## config.mk

```make
export PLATFORM = sky130hd
export DESIGN_NAME = mlp_frame_sequencer
export DESIGN_NICKNAME = d
export VERILOG_FILES = /design/src/rtl/mlp_frame_sequencer.sv
export SDC_FILE = /design/constraint.sdc
export NUM_CORES = 1
export LEC_CHECK = 0
export CAP_MARGIN = 20
export CORE_MARGIN = 1.5
export CORE_UTILIZATION = 30
export DETAILED_ROUTE_END_ITERATION = 16
export SLEW_MARGIN = 15
export SYNTH_ARGS = -nofsm -noshare
export SYNTH_HDL_FRONTEND = slang
export SYNTH_SLANG_ARGS = --single-unit
```

## constraint.sdc

```tcl
create_clock -name clk -period 2.2 [get_ports clk]
set_clock_uncertainty 0.15 [all_clocks]
set_input_delay 0.55 -clock clk [delete_from_list [all_inputs] [get_ports clk]]
set_output_delay 0.55 -clock clk [all_outputs]
set_load 0.02 [all_outputs]
```

## src/rtl/mlp_frame_sequencer.sv

```systemverilog
// Frame sequencer for the combinational printed-MLP datapath: gathers one ADC sample per
// channel, waits for the slow logic to settle, then holds the captured class until it is taken.
module mlp_frame_sequencer #(
    parameter int NUM_A         = 6,
    parameter int WIDTH_A       = 4,
    parameter int OUTWIDTH      = 2,
    parameter int SETTLE_CYCLES = 4,
    parameter int FRAME_W       = 8,
    parameter int CH_W          = 3
) (
    input  logic                       clk,
    input  logic                       rst_n,
    input  logic                       s_valid,
    output logic                       s_ready,
    input  logic [WIDTH_A-1:0]         s_data,
    output logic [CH_W-1:0]            ch_sel,
    output logic [NUM_A*WIDTH_A-1:0]   mlp_inp,
    input  logic [OUTWIDTH-1:0]        mlp_out,
    output logic                       res_valid,
    input  logic                       res_ready,
    output logic [OUTWIDTH-1:0]        res_class,
    output logic                       busy,
    output logic [FRAME_W-1:0]         frame_cnt
);

    localparam int CNT_W = 8;

    typedef enum logic [1:0] {
        LOAD,
        SETTLE,
        HOLD
    } state_t;

    state_t            state;
    state_t            state_nxt;
    logic [CH_W-1:0]   idx;
    logic [CNT_W-1:0]  cnt;
    logic              accept;
    logic              last_slot;
    logic              settle_done;
    logic              res_hs;

    assign s_ready     = (state == LOAD) && rst_n;
    assign accept      = s_valid && s_ready;
    assign last_slot   = (idx == CH_W'(NUM_A - 1));
    assign settle_done = (cnt == '0);
    assign res_hs      = res_valid && res_ready;
    assign ch_sel      = (state == LOAD) ? idx : '0;
    assign busy        = (state == SETTLE) || (state == HOLD);

    always_ff @(posedge clk or negedge rst_n) begin
        if (!rst_n) state <= LOAD;
        else        state <= state_nxt;
    end

    // NOTE: next-state gets its default before the case so no path leaves it unassigned (no latch).
    always_comb begin
        state_nxt = state;
        unique case (state)
            LOAD:    if (accept && last_slot) state_nxt = SETTLE;
            SETTLE:  if (settle_done)         state_nxt = HOLD;
            HOLD:    if (res_hs)              state_nxt = LOAD;
            default:                          state_nxt = LOAD;
        endcase
    end

    // NOTE: the feature bank is an ordinary register set, so it is cleared by reset like the rest.
    always_ff @(posedge clk or negedge rst_n) begin
        if (!rst_n) begin
            idx       <= '0;
            cnt       <= '0;
            mlp_inp   <= '0;
            res_class <= '0;
            res_valid <= 1'b0;
            frame_cnt <= '0;
        end else begin
            unique case (state)
                LOAD: begin
                    if (accept) begin
                        for (int i = 0; i < NUM_A; i++) begin
                            if (idx == CH_W'(i)) mlp_inp[i*WIDTH_A +: WIDTH_A] <= s_data;
                        end
                        if (last_slot) begin
                            idx <= '0;
                            cnt <= CNT_W'(SETTLE_CYCLES - 1);
                        end else begin
                            idx <= idx + 1'b1;
                        end
                    end
                end
                SETTLE: begin
                    // Capture on the edge the countdown reaches zero; the bank stays frozen meanwhile.
                    if (!settle_done) begin
                        cnt <= cnt - 1'b1;
                    end else begin
                        res_class <= mlp_out;
                        res_valid <= 1'b1;
                    end
                end
                HOLD: begin
                    if (res_hs) begin
                        res_valid <= 1'b0;
                        frame_cnt <= frame_cnt + 1'b1;
                    end
                end
                default: ;
            endcase
        end
    end

endmodule

```

Word level (Yosys, flattened, before mapping)
Cells that the tools add are included.
{ "totals": {"romBits": 0, "mem_bits_rw": 0, "n_memories": 0, "output_inout_bits": 40, "reg_bits": 48, "latch_bits": 0} }
{ "op_classes": {"add_sub_neg": 3, "div_mod_pow": 0, "multipliers": 0, "reduce_logical": 22, "n_eq_ne": 13, "n_shift": 0, "n_bitwise": 0, "order_cmp": 0, "n_mux": 13} }
{ "ops": {"columns": ["operator", "count"], "rows": [
  ["8-bit two-way mux", 3],
  ["3-bit AND reduction", 8],
  ["8-bit one-hot mux with 2 select lines", 1],
  ["2-bit inequality test, second input constant", 5],
  ["8-bit by 1-bit adder with 8-bit output, second input constant", 1],
  ["8-bit zero test", 1],
  ["8-bit by 1-bit subtractor with 8-bit output, second input constant", 1],
  ["3-bit by 2-bit equality test with 1-bit output, second input constant", 2],
  ["3-bit equality test, second input constant", 2],
  ["2-bit two-way mux", 3],
  ["3-bit two-way mux", 2],
  ["2-bit one-hot mux with 3 select lines", 1],
  ["2-bit AND reduction", 3],
  ["1-bit logical AND", 4],
  ["4-bit AND reduction", 1],
  ["2-bit nonzero test", 2],
  ["3-bit by 1-bit adder with 3-bit output, second input constant", 1],
  ["3-bit by 1-bit equality test with 1-bit output, second input constant", 1],
  ["3-bit zero test", 1],
  ["2-bit by 1-bit equality test with 1-bit output, second input constant", 1],
  ["2-bit equality test, second input constant", 1],
  ["2-bit zero test", 1],
  ["1-bit two-way mux", 2],
  ["2-bit by 1-bit inequality test with 1-bit output, second input constant", 1],
  ["other kinds (2)", 2]
]} }

Logic depth before layout (Yosys ltp)
Gate-level depths: netlist (run 1).
{ "logic_depth": {"word_depth": 6, "depth_mapped": 8} }

Worst setup path before layout (run 1)
No wires, ideal clock.
{ "synth_path": {"path_kind": "register to register", "startpoint": "register state[0]", "endpoint": "register mlp_inp[4]", "path_buffers": 2, "synth_period_minus_slack_ns": 2.019, "setup_ns": 0.125, "path_slack_ns": 0.181, "arrival_ns": 1.744, "stages_incl_launch_ff": 9, "cell_sequence": "dfrtp_1 inv_1 ha_1 buf_2 and3_1 buf_2 nand2_1 nor3_2 mux2_2"} }
{ "synth_between": {"elab_chain_cells": 4} }
{ "synth_rtl": {"columns": ["element", "line_no", "text"], "rows": [
  ["start: declaration", "34", "state_t state;"],
  ["start signal: assignment", "53", "else state <= state_nxt;"],
  ["2-bit zero test *", "43, 77", null],
  ["1-bit logical AND", "43", "assign s_ready = (state == LOAD) && rst_n;"],
  ["1-bit logical AND", "44", "assign accept = s_valid && s_ready;"],
  ["3-bit AND reduction (no source line) *", null, null],
  ["end signal: indexed assignment", "81", "if (idx == CH_W'(i)) mlp_inp[i*WIDTH_A +: WIDTH_A] <= s_data;"],
  ["end: declaration", "17", "output logic [NUM_A*WIDTH_A-1:0] mlp_inp,"]
]} }
Every way passes the cells marked *; elsewhere a longest branch is shown, timed or not.
A chain may end at the register's enable or synchronous reset.

Worst setup path after layout (run 1)
{ "layout_path": {"startpoint": "register frame_cnt[2]", "endpoint": "output frame_cnt[2]"} }
{ "layout_rtl": {"columns": ["element", "line_no", "text"], "rows": [
  ["start: declaration", "23", "output logic [FRAME_W-1:0] frame_cnt"],
  ["start signal: assignment", "103", "frame_cnt <= frame_cnt + 1'b1;"]
]} }
No word-level cell between the ends.

==> run_results.csv, run 1 <==
group,metric,value,unit
clock_network,h-tree-depth,2,
drt,drt-total-wl,5060,um
drt,wire_per_inst,14.1,um
synth,netlist_area,2230,sq um
timing,hold_viol,0,
finish,diodes,0,
placed_design,place_congestion,0.723,
synth,synth_nets,202,
floorplanning,row_count,31,
drt,drc,0,
clock_network,cts_tree,"yes",
pwr,clockPowerShare,0.366,
pwr,power_switching,323,uW
grt,grt_max_degree,28,
floorplanning,start_util,0.309,
placed_design,dpl.hpwl,3770,um
synth,synth_cells,186,
timing,timing.final.crit_share,0.939,
finish,drive_gt1_frac,0.255,
flow_run,max_cap_violations,0,
grt,gr-total-overflow,0,
drt,vias,1706,
placed_design,port_buffers,49,
finish,final_common_cell,"dfrtp_1",
pwr,irDropWorstVdd,371,uV
hold_path,hp-class,"input port to asynchronous set/reset pin",
drt,drt_iter0_markers,63,
clock_network,worstSkewPairLatency,300,ps
clock_network,cts_root_buf,"clkbuf_8",
drt,antenna_left,0,
synth,ys_seq_elements,48,
grt,antenna_found_initial,0,
timing,fin_crit,2070,ps
run_status,status,"complete, no violations",
setup_path,cp_num_buf_inv,1,
synth,avgSynthCellArea,12.0,sq um
synth,yosysWarnings,0,
grt,gr-usage-all-layers,0.142,
grt,grt_pass1_wl,8580,um
clock_network,numCtsBuffers,5,
timing,setup_viol,0,
synth,seq_area_frac_synth,0.539,
floorplanning,core,7210,sq um
setup_path,crit_type,"flop to output pin",
pwr,p_per_area,484,nW/um^2
floorplanning,die_w,89.2,um
setup_path,path_max_fanout,5,
clock_network,clk_pin_slew,90,ps
setup_path,cp-end-kind,"output pin",
placed_design,placed_area,2970,sq um
pwr,power_frac_comb,0.037,
timing,max_freq,0.484,GHz
pwr,p_leak,1.45,nW
clock_network,cts_max_path_buffers,2,
pwr,seq_power_share,0.597,
setup_path,crit_family,"buffers and inverters",
grt,grt_pass1_vias,1702,
pwr,swShare,0.218,
floorplanning,dieHeight,89.2,um
synth,async_flop_share,1.00,
setup_path,slowest_stage,"clkdlybuf4s50_1",
timing,relSlewSlack,0.598,
finish,layout.nets,274,
floorplanning,design.die.area,7960,sq um
finish,final_util,0.424,
finish,final_area,3060,sq um
setup_path,crit_path_max_incr_delay,630,ps
drt,drtPass1Iterations,4,
drt,avgViaCountPerCell,4.77,
timing,setup_tns,0,ps
synth,synthFlopType,"dfrtp_1",
setup_path,start_kind,"flop",
pwr,total_power,1.48,mW
pwr,internal-power,1.16,mW
synth,synth_edf_count,0,
floorplanning,num_io_pins,50,
timing,slew_violations,0,
clock_network,cts_num_sinks,48,
finish,nFillCells,746,
setup_path,path_cells,"clkdlybuf4s50_1",
clock_network,postCtsSetupRepairBufs,0,
finish,final_cell_mix,"dfrtp_1 (48), clkdlybuf4s50_1 (43), mux2_2 (26)",
setup_path,cp.required,1500,ps
finish,area_delta_synth_final,37.3,%
synth,ys_types,42,
setup_path,crit_arrival,1370,ps
timing,worst_pin_slew,597,ps
timing,rsz0062_at_grt,"false",
==> per-stage QoR <==
stage | instances | hold WS, ps | setup slack [ps]
global route | 358 | 135 | 23.9
global placement | 349 | 310 | -74.8
detailed placement | 349 | 308 | -97.1
CTS | 358 | 107 | 16.5
finish | 358 | 103 | 134
floorplan | 186 | 104 | 181
==> layout make-up <==
class                      instances  area, sq um  share of cell area
clock buffer                       6         82.6              0.0270
sequential                        48         1200               0.392
clock inverter                     2         10.0             0.00327
timing repair buffer              70          624               0.204
multi-input combinational        125          988               0.323
tap                               99          124              0.0405
inverter                           8         30.0             0.00981
==> cell usage after synthesis, drive strengths merged (2+ instances only) <==
cell    instances  area, sq um
inv             8         30.0
nand4           4         25.0
and2            5         31.3
dfrtp          48         1200
nand3           8         40.0
nand2          17         63.8
nor4            2         12.5
or4             4         33.8
mux2           26          293
clkbuf          2         7.51
nor2            3         11.3
buf             3         15.0
xnor2           7         61.3
ha              6         75.1
a31oi           2         12.5
o21ai           5         25.0
nand2b          3         18.8
a21oi           7         38.8
mux2i           2         20.0
and3            4         25.0
nor3            2         15.0
==> path summary, 6_finish.rpt <==
kind                       slack (ps)  depth (start not counted)    startpoint           end
min in group clk                  330                          1  frame_cnt[7]  frame_cnt[7]
hold / removal                    100                          2         rst_n  frame_cnt[7]
setup / recovery                  130                          1  frame_cnt[2]  frame_cnt[2]
max in group asynchronous        1280                          3         rst_n        idx[0]
hold reg to reg                   330                          1  frame_cnt[7]  frame_cnt[7]
setup reg to reg                  150                          8      state[0]        cnt[3]
==> state kept, by name (all words and copies together), names as in the netlist <==
register	count
res_valid	1
mlp_inp	24
frame_cnt	8
cnt	8
idx	3
state	2
res_class	2
==> power groups by stage <==
stage / clock network, mW / logic [mW] / registers (mW)
finish: 0.542 / 0.0552 / 0.884
detailed placement: 0 / 0.0559 / 0.902
floorplan: 0 / 0.00245 / 0.904
global route: 0.605 / 0.0625 / 0.884
CTS: 0.567 / 0.0574 / 0.884
global placement: 0 / 0.0561 / 0.902
==> routing by layer <==
| metal | part of all wire | global-route usage | up-vias |
|---|---|---|---|
| li1 | - | - | 812 |
| met1 | 0.48 | 0.197 | 846 |
| met2 | 0.45 | 0.211 | 42 |
| met3 | 0.059 | 0.0434 | 6 |
| met4 | 0.013 | 0.0462 | 0 |
| met5 | 0 | 0 | - |
==> cell families after synthesis <==
family / share of synthesized area
buf+inv: 0.0236
mux: 0.140
compound gates: 0.0819
fa+ha+maj: 0.0337
simple gates: 0.150
xor+xnor: 0.0314
flops: 0.539
==> repair_timing <==
action                     4_1_cts  5_1_grt
hold endpoints to repair         1        0
gates resized for setup         13        5
hold buffers                     1        0
setup endpoints to repair        5       20
pin swaps                        0        0
Note: power is estimated with default switching activity, not from simulation.
==> inputs of run 2 (changes only) <==
Settings changed: CORE_MARGIN 1.5 to unset.
==> run_results.csv, run 2 (synthesis results as in run 1) <==
group,metric,value,unit
finish,nFillCells,710,
drt,drt_iter0_markers,91,
timing,timing.final.crit_share,0.951,
timing,rsz0062_at_grt,"false",
finish,multi_input_area,997,sq um
grt,gr-usage-all-layers,0.138,
placed_design,place_congestion,0.738,
hold_path,hp-class,"input port to asynchronous set/reset pin",
run_status,status,"complete, no violations",
pwr,p_per_area,482,nW/um^2
timing,worst_pin_slew,544,ps
placed_design,post-place-ws,-85.8,ps
clock_network,clk_pin_slew,90,ps
timing,fin_crit,2090,ps
floorplanning,design.die.area,7780,sq um
finish,largest_reg_flops,24,
setup_path,crit_type,"flop to output pin",
drt,antenna_left,0,
clock_network,cts_root_buf,"clkbuf_8",
finish,final_util,0.426,
finish,drive_gt1_frac,0.261,
timing,fin_ws,109,ps
clock_network,numCtsBuffers,5,
clock_network,cts_max_path_buffers,2,
grt,antenna_found_initial,0,
grt,gr-total-overflow,0,
flow_run,max_cap_violations,0,
grt,grt_max_degree,30,
placed_design,port_buffers,49,
clock_network,cts_num_sinks,48,
floorplanning,row_count,31,
clock_network,cts_tree,"yes",
setup_path,start_kind,"flop",
grt,grt_pass1_vias,1686,
finish,final_area,3080,sq um
pwr,p_leak,1.44,nW
drt,avgViaCountPerCell,4.63,
setup_path,path_max_fanout,5,
floorplanning,start_util,0.309,
clock_network,worstSkewPairLatency,300,ps
drt,wire_per_inst,13.7,um
finish,final_common_cell,"dfrtp_1",
placed_design,placed_area,2970,sq um
finish,seq_area,1200,sq um
floorplanning,num_io_pins,50,
timing,slew_violations,0,
floorplanning,core,7210,sq um
timing,max_freq,0.478,GHz
finish,diodes,0,
finish,layout.nets,272,
pwr,total_power,1.48,mW
clock_network,postCtsSetupRepairBufs,0,
floorplanning,dieHeight,88.2,um
setup_path,crit_arrival,1390,ps
finish,regMostFlops,"mlp_inp",
floorplanning,die_w,88.2,um
drt,drt-total-wl,4860,um
timing,hold_viol,0,
finish,final_cell_mix,"dfrtp_1 (48), clkdlybuf4s50_1 (43), mux2_2 (26)",
drt,drtPass1Iterations,4,
timing,relSlewSlack,0.634,
clock_network,h-tree-depth,2,
placed_design,dpl.hpwl,3670,um
setup_path,cp-end-kind,"output pin",
drt,vias,1647,
drt,drc,0,
pwr,irDropWorstVdd,278,uV
grt,grt_pass1_wl,8240,um
finish,top_regs,"mlp_inp x24, cnt x8, frame_cnt x8",
timing,setup_viol,0,
setup_path,cp.required,1500,ps
finish,area_delta_synth_final,38.0,%
==> run 2: changes by cell type in the layout (fill, tap and decap cells not counted), sizes merged <==
| cell | delta |
|---|---|
| clkdlybuf4s15 | +2 |
| dlygate4sd3 | -1 |
| buf | -4 |
| clkbuf | +1 |
==> run 2: final timing paths <==
check / slack, ps / startpoint / to / cells after the start
max in group asynchronous: 1450 / rst_n / mlp_inp[22] / 2
min in group clk: 330 / frame_cnt[7] / frame_cnt[7] / 1
worst max register to register: 130 / state[0] / mlp_inp[1] / 6
worst max-delay path: 110 / state[0] / ch_sel[1] / 4
worst min register to register: 330 / frame_cnt[7] / frame_cnt[7] / 1
worst min-delay path: 40 / rst_n / cnt[2] / 2
==> run 2: final cells by class <==
| class | instances | area share |
|---|---|---|
| clock inverters | 2 | 0.00325 |
| repair buffers | 68 | 0.205 |
| well taps | 99 | 0.0403 |
| clock buffers | 6 | 0.0268 |
| flip-flops and latches | 48 | 0.390 |
| inverters | 8 | 0.00976 |
| multi-input cells | 125 | 0.324 |
==> run 2: worst max-delay path, stage by stage (launching register included) <==
cell and delay (ps):
dfrtp_1 390, inv_1 120, ha_4 170, and2_1 150, clkdlybuf4s15_2 270
==> run 2: per-stage QoR <==
stage | hold slack [ps] | std cells | setup TNS [ps]
2_1_floorplan | 104 | 186 | 0
3_3_place_gp | 312 | 348 | -812
3_5_place_dp | 315 | 348 | -984
4_1_cts | 38.4 | 356 | 0
5_1_grt | 40.8 | 356 | 0
6_report | 44.6 | 356 | 0
==> run 2: timing repair <==
item / CTS / global route
hold buffers: 0 / 0
resized for setup: 11 / 7
endpoints found under the setup margin: 5 / 26
hold endpoints to repair: 0 / 0
pin swaps: 0 / 1
==> run 2: report_power, final <==
group	switching, mW	leakage (nW)	internal, mW	total, mW
combinational	0.0317	0.770	0.0241	0.0558
clock	0.291	0.0510	0.251	0.543
sequential	0.000841	0.620	0.883	0.884
==> run 2: layer usage <==
metal,wire (um),track usage
met1,2360,0.191
met2,2160,0.211
met3,277,0.0401
met4,59,0.0396
met5,0,0
